===== config.mk =====
export PLATFORM = sky130hd
export DESIGN_NAME = soc_stim_gen
export DESIGN_NICKNAME = d
export VERILOG_FILES = /design/src/rtl/soc_stim_gen.sv
export SDC_FILE = /design/constraint.sdc
export NUM_CORES = 1
export LEC_CHECK = 0
export CORE_MARGIN = 4
export CORE_UTILIZATION = 40
export CTS_BUF_LIST = sky130_fd_sc_hd__clkbuf_4
export CTS_CLUSTER_DIAMETER = 200
export CTS_CLUSTER_SIZE = 10
export DETAILED_ROUTE_END_ITERATION = 6
export HOLD_SLACK_MARGIN = 0.1
export PLACE_DENSITY_LB_ADDON = 0.08
export REMOVE_ABC_BUFFERS = 1
export SLEW_MARGIN = 20
export SYNTH_ARGS = -nofsm -noshare
export SYNTH_HDL_FRONTEND = slang
export SYNTH_SLANG_ARGS = --single-unit
export TNS_END_PERCENT = 5

===== constraint.sdc =====
create_clock -name CLK -period 2.72 [get_ports CLK]
set_input_delay 0.68 -clock CLK [delete_from_list [all_inputs] [get_ports CLK]]
set_output_delay 0.68 -clock CLK [all_outputs]
set_load 0.05 [all_outputs]

===== src/rtl/soc_stim_gen.sv =====
// rtl/soc_stim_gen.sv - SoC stimulus sequencer: delayed reset pulse, then timed VCO enable with per-channel toggles
module soc_stim_gen #(
  parameter int NUM_CH  = 2,
  parameter int DIV_W   = 8,
  parameter int CNT_W   = 16,
  parameter int RST_DLY = 20,
  parameter int RST_LEN = 100
) (
  input  logic                    CLK,
  input  logic                    reset,
  input  logic                    start,
  input  logic                    abort,
  input  logic [NUM_CH*DIV_W-1:0] half_period,
  input  logic [CNT_W-1:0]        run_len,
  output logic                    soc_reset,
  output logic                    enb,
  output logic [NUM_CH-1:0]       ch_out,
  output logic                    busy,
  output logic                    done,
  output logic [CNT_W-1:0]        cycle_cnt
);

  typedef enum logic [2:0] {S_IDLE, S_DELAY, S_RESET, S_RUN, S_DONE} state_t;

  state_t                         state;
  logic [31:0]                    timer;
  logic [NUM_CH*DIV_W-1:0]        hp_q;
  logic [CNT_W-1:0]               run_len_q;
  logic [NUM_CH-1:0][DIV_W-1:0]   div_cnt;

  always_ff @(posedge CLK) begin
    if (reset) begin
      state     <= S_IDLE;
      timer     <= '0;
      hp_q      <= '0;
      run_len_q <= '0;
      div_cnt   <= '0;
      soc_reset <= 1'b0;
      enb       <= 1'b0;
      ch_out    <= '0;
      busy      <= 1'b0;
      done      <= 1'b0;
      cycle_cnt <= '0;
    end else begin
      done <= 1'b0;
      // Abort leaves cycle_cnt untouched so the partial run length stays visible.
      if (abort && (state == S_DELAY || state == S_RESET || state == S_RUN)) begin
        state     <= S_IDLE;
        soc_reset <= 1'b0;
        enb       <= 1'b0;
        ch_out    <= '0;
        busy      <= 1'b0;
      end else begin
        case (state)
          S_IDLE: begin
            if (start && !abort) begin
              state     <= S_DELAY;
              hp_q      <= half_period;
              run_len_q <= run_len;
              timer     <= 32'(RST_DLY - 1);
              cycle_cnt <= '0;
              busy      <= 1'b1;
            end
          end
          S_DELAY: begin
            if (timer == 32'd0) begin
              state     <= S_RESET;
              timer     <= 32'(RST_LEN - 1);
              soc_reset <= 1'b1;
            end else begin
              timer <= timer - 32'd1;
            end
          end
          S_RESET: begin
            if (timer == 32'd0) begin
              soc_reset <= 1'b0;
              if (run_len_q == '0) begin
                state <= S_DONE;
                done  <= 1'b1;
              end else begin
                state  <= S_RUN;
                enb    <= 1'b1;
                timer  <= 32'(run_len_q) - 32'd1;
                ch_out <= '0;
                for (int i = 0; i < NUM_CH; i++)
                  div_cnt[i] <= hp_q[i*DIV_W +: DIV_W] - DIV_W'(1);
              end
            end else begin
              timer <= timer - 32'd1;
            end
          end
          S_RUN: begin
            cycle_cnt <= cycle_cnt + CNT_W'(1);
            if (timer == 32'd0) begin
              state  <= S_DONE;
              done   <= 1'b1;
              enb    <= 1'b0;
              ch_out <= '0;
            end else begin
              timer <= timer - 32'd1;
              // A zero half-period parks the channel at 0 for the whole run.
              for (int i = 0; i < NUM_CH; i++) begin
                if (hp_q[i*DIV_W +: DIV_W] != '0) begin
                  if (div_cnt[i] == '0) begin
                    ch_out[i]  <= ~ch_out[i];
                    div_cnt[i] <= hp_q[i*DIV_W +: DIV_W] - DIV_W'(1);
                  end else begin
                    div_cnt[i] <= div_cnt[i] - DIV_W'(1);
                  end
                end
              end
            end
          end
          S_DONE: begin
            state <= S_IDLE;
            busy  <= 1'b0;
          end
          default: state <= S_IDLE;
        endcase
      end
    end
  end

endmodule


* Word-level counts from Yosys, hierarchy flattened *
Cells that the tools add are included.
W data, S select, Z words.

storage, ports and cells
  register bits after elaboration = 105
  bits in latches = 0
  RAM bits = 0
  bits in read-only memories = 0
  output and inout port bits = 22
  memories kept = 0

operators by class
  add/sub/neg operators = 7
  $mul = 0
  divide/modulo/power cells = 0
  order comparisons = 0
  equal/unequal tests = 17
  shift-type cells = 0
  multiplexer cells = 42
  bitwise logic cells = 3
  reductions and logical operators = 29

operators with widths
  kind                     count
  $mux W32                 5
  $pmux W32 S4             1
  $mux W16                 4
  $pmux W16 S2             2
  $logic_not A32 Y1        1
  $mux W8                  4
  $sub A32 B1 Y32 const B  1
  $sub A8 B1 Y8 const B    4
  $sub A16 B1 Y17 const B  1
  $add A16 B1 Y16 const B  1
  $logic_not A16 Y1        1
  $logic_not A8 Y1         2
  $reduce_bool A8 Y1       2
  $mux W3                  5
  $reduce_and A5 Y1        3
  $mux W1                  12
  $ne A3 B1 Y1 const B     4
  $pmux W3 S4              1
  $reduce_and A6 Y1        2
  $ne A2 B1 Y1 const B     5
  $reduce_and A3 Y1        3
  $pmux W1 S2              4
  $reduce_and A4 Y1        2
  $reduce_bool A2 Y1       4
  other kinds (15)         24

* Longest topological paths before layout *
  word-level depth = 6
  depth in mapped cells = 10
  mapped depth without buffers = 8

* Worst setup path before layout *
OpenSTA, ideal clock, no wires.

  path kind = input -> register
  start = in abort
  end = reg cycle_cnt[13]
  arrival = 2.391 ns
  required time = 2.650 ns
  path slack = 0.260 ns
  stages on the path = 6
  buffers on the path = 1
  path through = clkbuf_1 -> or4b_1 -> o22ai_1 -> nand4_1 -> or3_1 -> a21oi_1

between the ends
  longest elaborated chain between the ends = 4

RTL lines
  item                           RTL line  RTL
  start, declared                12        input logic abort,
  $logic_not A1 Y1               56        if (start && !abort) begin
  $logic_and A1 B1 Y1            56
  $ne A2 B2 Y1 (no line)         n/a
  $reduce_and A3 Y1 (no line) *  n/a
  end signal, assigned           93        cycle_cnt <= cycle_cnt + CNT_W'(1);
  end, declared                  20        output logic [CNT_W-1:0] cycle_cnt

Every way passes the cells marked *; elsewhere a longest branch is shown, timed or not.
A chain may end at the register's enable or synchronous reset.

* Worst setup path in the final report *
  start = reg timer[0]
  end = reg div_cnt[8] in the netlist's numbering

between the ends
  longest elaborated chain between the ends = 3

RTL lines
  item                                                    RTL line  RTL
  start, declared                                         26        logic [31:0] timer;
  start signal, assigned                                  60        timer <= 32'(RST_DLY - 1);
  start signal, assigned                                  68        timer <= 32'(RST_LEN - 1);
  start signal, assigned                                  71        timer <= timer - 32'd1;
  $logic_not A32 Y1 *                                     75, 94
  $ne A2 B2 Y1 (no line) or $ne A2 B1 Y1 (tied branches)  n/a
  $reduce_and A6 Y1 (no line) *                           n/a
  end signal, assigned by index                           86        div_cnt[i] <= hp_q[i*DIV_W +: DIV_W] - DIV_W'(1);
  end signal, assigned by index                           106       div_cnt[i] <= hp_q[i*DIV_W +: DIV_W] - DIV_W'(1);
  end signal, assigned by index                           108       div_cnt[i] <= div_cnt[i] - DIV_W'(1);
  end, declared                                           29        logic [NUM_CH-1:0][DIV_W-1:0] div_cnt;

Marks and branches as above.

==> results <==
- The number of global-route vias before repair is ~5900.
- The clock skew after layout is 0.0251 ns.
- The multi-input combinational cell area is 3640 µm².
- Summing all non-filler instances in the final layout gives an area of 7300 µm².
- The netlist area before placement is 6030 µm².
- Clock tree synthesis inserted a total of 9 buffers.
- The biggest area contributor in the post-synthesis netlist is sky130_fd_sc_hd__dfxtp_1.
- Leaving out filler cells and counting taps, the final layout contains about 1100.
- The count of input and output buffers is 57.
- The first TritonRoute pass finished after 5 iterations.
- VDD sags by at most roughly 0.28 mV.
- Across the run, the number of max-cap violations was 0.
- The post-synthesis area per instance is 7.65 µm².
- The setup check on the worst reg-to-reg path leaves a slack of about 0.1 ns.
- Of all flip-flops after synthesis, the portion carrying an async set or reset was 0%.
- The floorplan row count is 44.
- The maximum clock frequency is 382 MHz.
- The normalized max-slew margin is about 53%.
- The post-CTS setup buffer count is 0.
- The termination of the worst setup path is div_cnt[8].
- Summing the sequential cell areas from Yosys gives 34.9% of the chip area.
- In the post-synthesis netlist, the biggest area contributors are sky130_fd_sc_hd__dfxtp_1 35%, sky130_fd_sc_hd__nand2_1 7.0%, sky130_fd_sc_hd__a21oi_1 6.4%.
- After detailed routing, the number of remaining DRC violations is 0.
- After synthesis the netlist holds a flip-flop and latch count of around 110.
- The number of filler instances in the final layout is around 1400.
- Detailed routing inserted a total of ~6000 vias.
- The clock slew at the register clock pins of the worst setup and hold paths is around 0.17 ns.
- The number of synthesis warnings is 0.
- The number of sinks handled by clock tree synthesis is 105.
- The placed wire-length estimate after detailed placement is 12900 µm.
- The starting density of the core is between 40 and 50%.
- The worst setup path is launched from a flop.
- The required time of the critical path is approximately 3.2 ns.
- The die footprint is around 17000 µm².
- The xor/xnor share of the synthesized area is under 10%.
- The per-cell via count in the routed design is 5.74.
- The share of synthesized cell area in and, or, nand and nor gates is a little over a quarter.
- After global routing the overflow that remains totals 0.
- Once placement finished, the instance area stood at approximately 7000 µm².
- After synthesis, the most frequently instantiated cells are 112 x sky130_fd_sc_hd__nand2_1, 105 x sky130_fd_sc_hd__dfxtp_1, 77 x sky130_fd_sc_hd__a21oi_1.
- The flow ran to the end, and the final reports show no timing, DRC or antenna violations.
- Setup violations remaining at the end of the flow were counted as 0.
- The chip height is ~130 µm.
- The signed area change from the synthesized netlist to the final layout is 21.2%.
- The clock passes through at most 2 buffers.
- Entering global routing, the biggest net connects 72 pins.
- 0 antenna diodes ended up in the layout.
- The number of distinct standard cells referenced by the synthesized netlist is between 70 and 80.
- The routed design has between 15000 and 20000 µm of wire.
- The source-to-sink clock delay at the later pin of the worst-skew pair is ~0.5 ns.
- Of all nets on the critical path, the largest fanout is 15.
- The die is 131 µm wide.
- The synthesized netlist devotes roughly 1.7% of its cell area to adder and majority cells.
- The final-report max-slew violation count came to 0.
- The power density of the placed cells is between 400 and 500 nW/µm².
- The minimum clock period is roughly 2.6 ns.
- The flip-flop cell with the highest count after synthesis is sky130_fd_sc_hd__dfxtp_1.
- The startpoint of the worst setup timing path is timer[0].
- Routability-driven placement finished with a final weighted congestion of 0.842.
- The wire length of the first global-routing pass is 28500 µm.
- Measured against the total synthesized area, the mux share comes to 1.16%.
- The tightest hold path in the finished design has a slack of 0.489 ns.
- The worst register-to-register path ends at div_cnt[8].
- The net count of the finished layout is 920.
- The most frequent cell after synthesis is sky130_fd_sc_hd__nand2_1.
- Across the whole layout, storage elements account for 2100 µm².
- The detail-routed net length per standard cell is 16.2 µm.
- The area of the core is 14600 µm².
- The clock tree root buffer cell is sky130_fd_sc_hd__clkbuf_4.
- The H-tree was split into 3 levels.
- The final hold violation count is 0.
- The post-route netlist has between 10% and 20% of its cells at a drive strength greater than 1.
- Pin placement for this block handled between 50 and 60 I/O pins.
- TritonCTS built the clock tree.
- In the global route stage, overall resource usage came out at between 20% and 30%.
- For the worst flop-to-flop path, the logic depth is 9.
- The data arrival time at the worst-slack endpoint is around 3 ns.
- The remaining number of nets flagged by the antenna check after routing is 0.
- The analysis attributes to cell leakage a power of between 0.002 and 0.003 µW.
- After synthesis, the largest family of logic cells by area is simple AND/OR/NAND/NOR gates.
- Synthesis produced a netlist whose cell count is roughly 790.
- The synthesized netlist devotes about 25% of its cell area to compound gates.
- The count of flip-flops with a built-in enable after synthesis is 0.
- After the first detailed-routing iteration, the DRC count stood at between 300 and 400.
- At the pin with the least slew margin, the transition time is slightly above 0.7 ns.
- The worst setup path is captured at a flop.
- Counting tap cells, the placed design contains a total of 1049 instances.
- The share of synthesized area in the top cell type comes to 34.9%.
- The worst setup path is of the flop to flop kind.
- The start of the worst register-to-register path is timer[0].
- The number of antenna violations at the first check in global routing is 0.
- The class of the worst hold path is flop to flop.
- The worst path uses just under 100% of the clock period.
## per-stage QoR
stage | setup WS (ns) | TNS [ns] | util, % | power [µW]
global route | -0.00114 | -0.00114 | 49.9 | 3780
floorplan | -0.0580 | -0.121 | - | 2350
CTS | 0.0229 | 0 | 49.8 | 3590
finish | 0.100 | 0 | 49.9 | 3560
detailed placement | -0.00502 | -0.00502 | 49.0 | 2830
global placement | 0.0644 | 0 | 49.0 | 2810
## cell type report
cell class | instances | share of cell area, %
well taps | 184 | 3.15
flip-flops and latches | 105 | 28.8
clock buffers | 10 | 1.03
repair buffers | 120 | 15.2
inverters | 27 | 1.39
clock inverters | 6 | 0.582
multi-input cells | 613 | 49.8
## metal layers
layer	vias up	GRT usage [%]	wire (µm)
li1	3058	-	-
met2	148	34.3	8190
met3	26	4.47	773
met4	0	6.23	284
met1	2876	26.7	8030
met5	-	0	0
## worst max-delay path, stage by stage, from the launching register on
cell,delay [ns]
sky130_fd_sc_hd__dfxtp_1,0.35
sky130_fd_sc_hd__inv_1,0.05
sky130_fd_sc_hd__ha_1,0.20
sky130_fd_sc_hd__or4b_4,0.51
sky130_fd_sc_hd__nor4_4,0.41
sky130_fd_sc_hd__and4_1,0.36
sky130_fd_sc_hd__o211ai_2,0.12
sky130_fd_sc_hd__buf_12,0.18
sky130_fd_sc_hd__a211o_1,0.26
sky130_fd_sc_hd__a21oi_1,0.11
## worst min path at each step
| stage | from | to | depth (start not counted) |
|---|---|---|---|
| 2_1_floorplan | timer[31] | timer[31] | 1 |
| 3_3_place_gp | timer[31] | timer[31] | 1 |
| 3_5_place_dp | timer[31] | timer[31] | 1 |
| 4_1_cts | hp_q[15] | hp_q[15] | 2 |
| 5_1_grt | timer[16] | timer[16] | 2 |
| 6_report | hp_q[15] | hp_q[15] | 2 |
## cell usage in the layout, fill, tap and decap left out, types with 4 or more instances in the layout
cell	n
sky130_fd_sc_hd__a21oi_1	77
sky130_fd_sc_hd__a22o_1	7
sky130_fd_sc_hd__a31oi_1	13
sky130_fd_sc_hd__and3_1	6
sky130_fd_sc_hd__buf_12	6
sky130_fd_sc_hd__buf_4	57
sky130_fd_sc_hd__clkbuf_4	10
sky130_fd_sc_hd__clkdlybuf4s50_1	56
sky130_fd_sc_hd__dfxtp_1	105
sky130_fd_sc_hd__ha_1	8
sky130_fd_sc_hd__inv_1	27
sky130_fd_sc_hd__mux2i_1	7
sky130_fd_sc_hd__nand2_1	112
sky130_fd_sc_hd__nand2b_1	10
sky130_fd_sc_hd__nand3_1	17
sky130_fd_sc_hd__nand4_1	9
sky130_fd_sc_hd__nor2_1	71
sky130_fd_sc_hd__nor2b_1	5
sky130_fd_sc_hd__nor3_1	34
sky130_fd_sc_hd__nor4_1	15
sky130_fd_sc_hd__nor4b_1	4
sky130_fd_sc_hd__o211ai_1	4
sky130_fd_sc_hd__o21ai_0	41
sky130_fd_sc_hd__o21ai_1	5
sky130_fd_sc_hd__o22ai_1	18
sky130_fd_sc_hd__o2bb2ai_1	10
sky130_fd_sc_hd__o32ai_1	5
sky130_fd_sc_hd__or3_1	13
sky130_fd_sc_hd__or4_1	9
sky130_fd_sc_hd__xnor2_1	22
sky130_fd_sc_hd__xor2_1	14
## registers in the layout, summed over array words and instances (netlist names), 2 cells and up
signal and cells:
timer 32, cycle_cnt 16, div_cnt 16, hp_q 16, run_len_q 16, state 3, ch_out 2
## report_power, final
part / total, µW / leakage, µW / switching, µW / internal [µW]
Clock: 749 / 0.0000600 / 547 / 202
Combinational: 1160 / 0.00181 / 649 / 510
Sequential: 1650 / 0.000850 / 64.3 / 1590
## timing repair
action	in CTS	in global routing
hold buffers	0	0
gates cloned	0	0
resized for setup	1	4
endpoints found under the setup margin	1	11
endpoints found under the hold margin	0	0
pin swaps	0	2
## cell families after synthesis
family | after synthesis
compound gates | 230
xor+xnor | 36
buf+inv | 70
mux | 7
fa+ha+maj | 8
simple gates | 332
flops | 105
No activity file was read; power rests on OpenSTA's default activity.
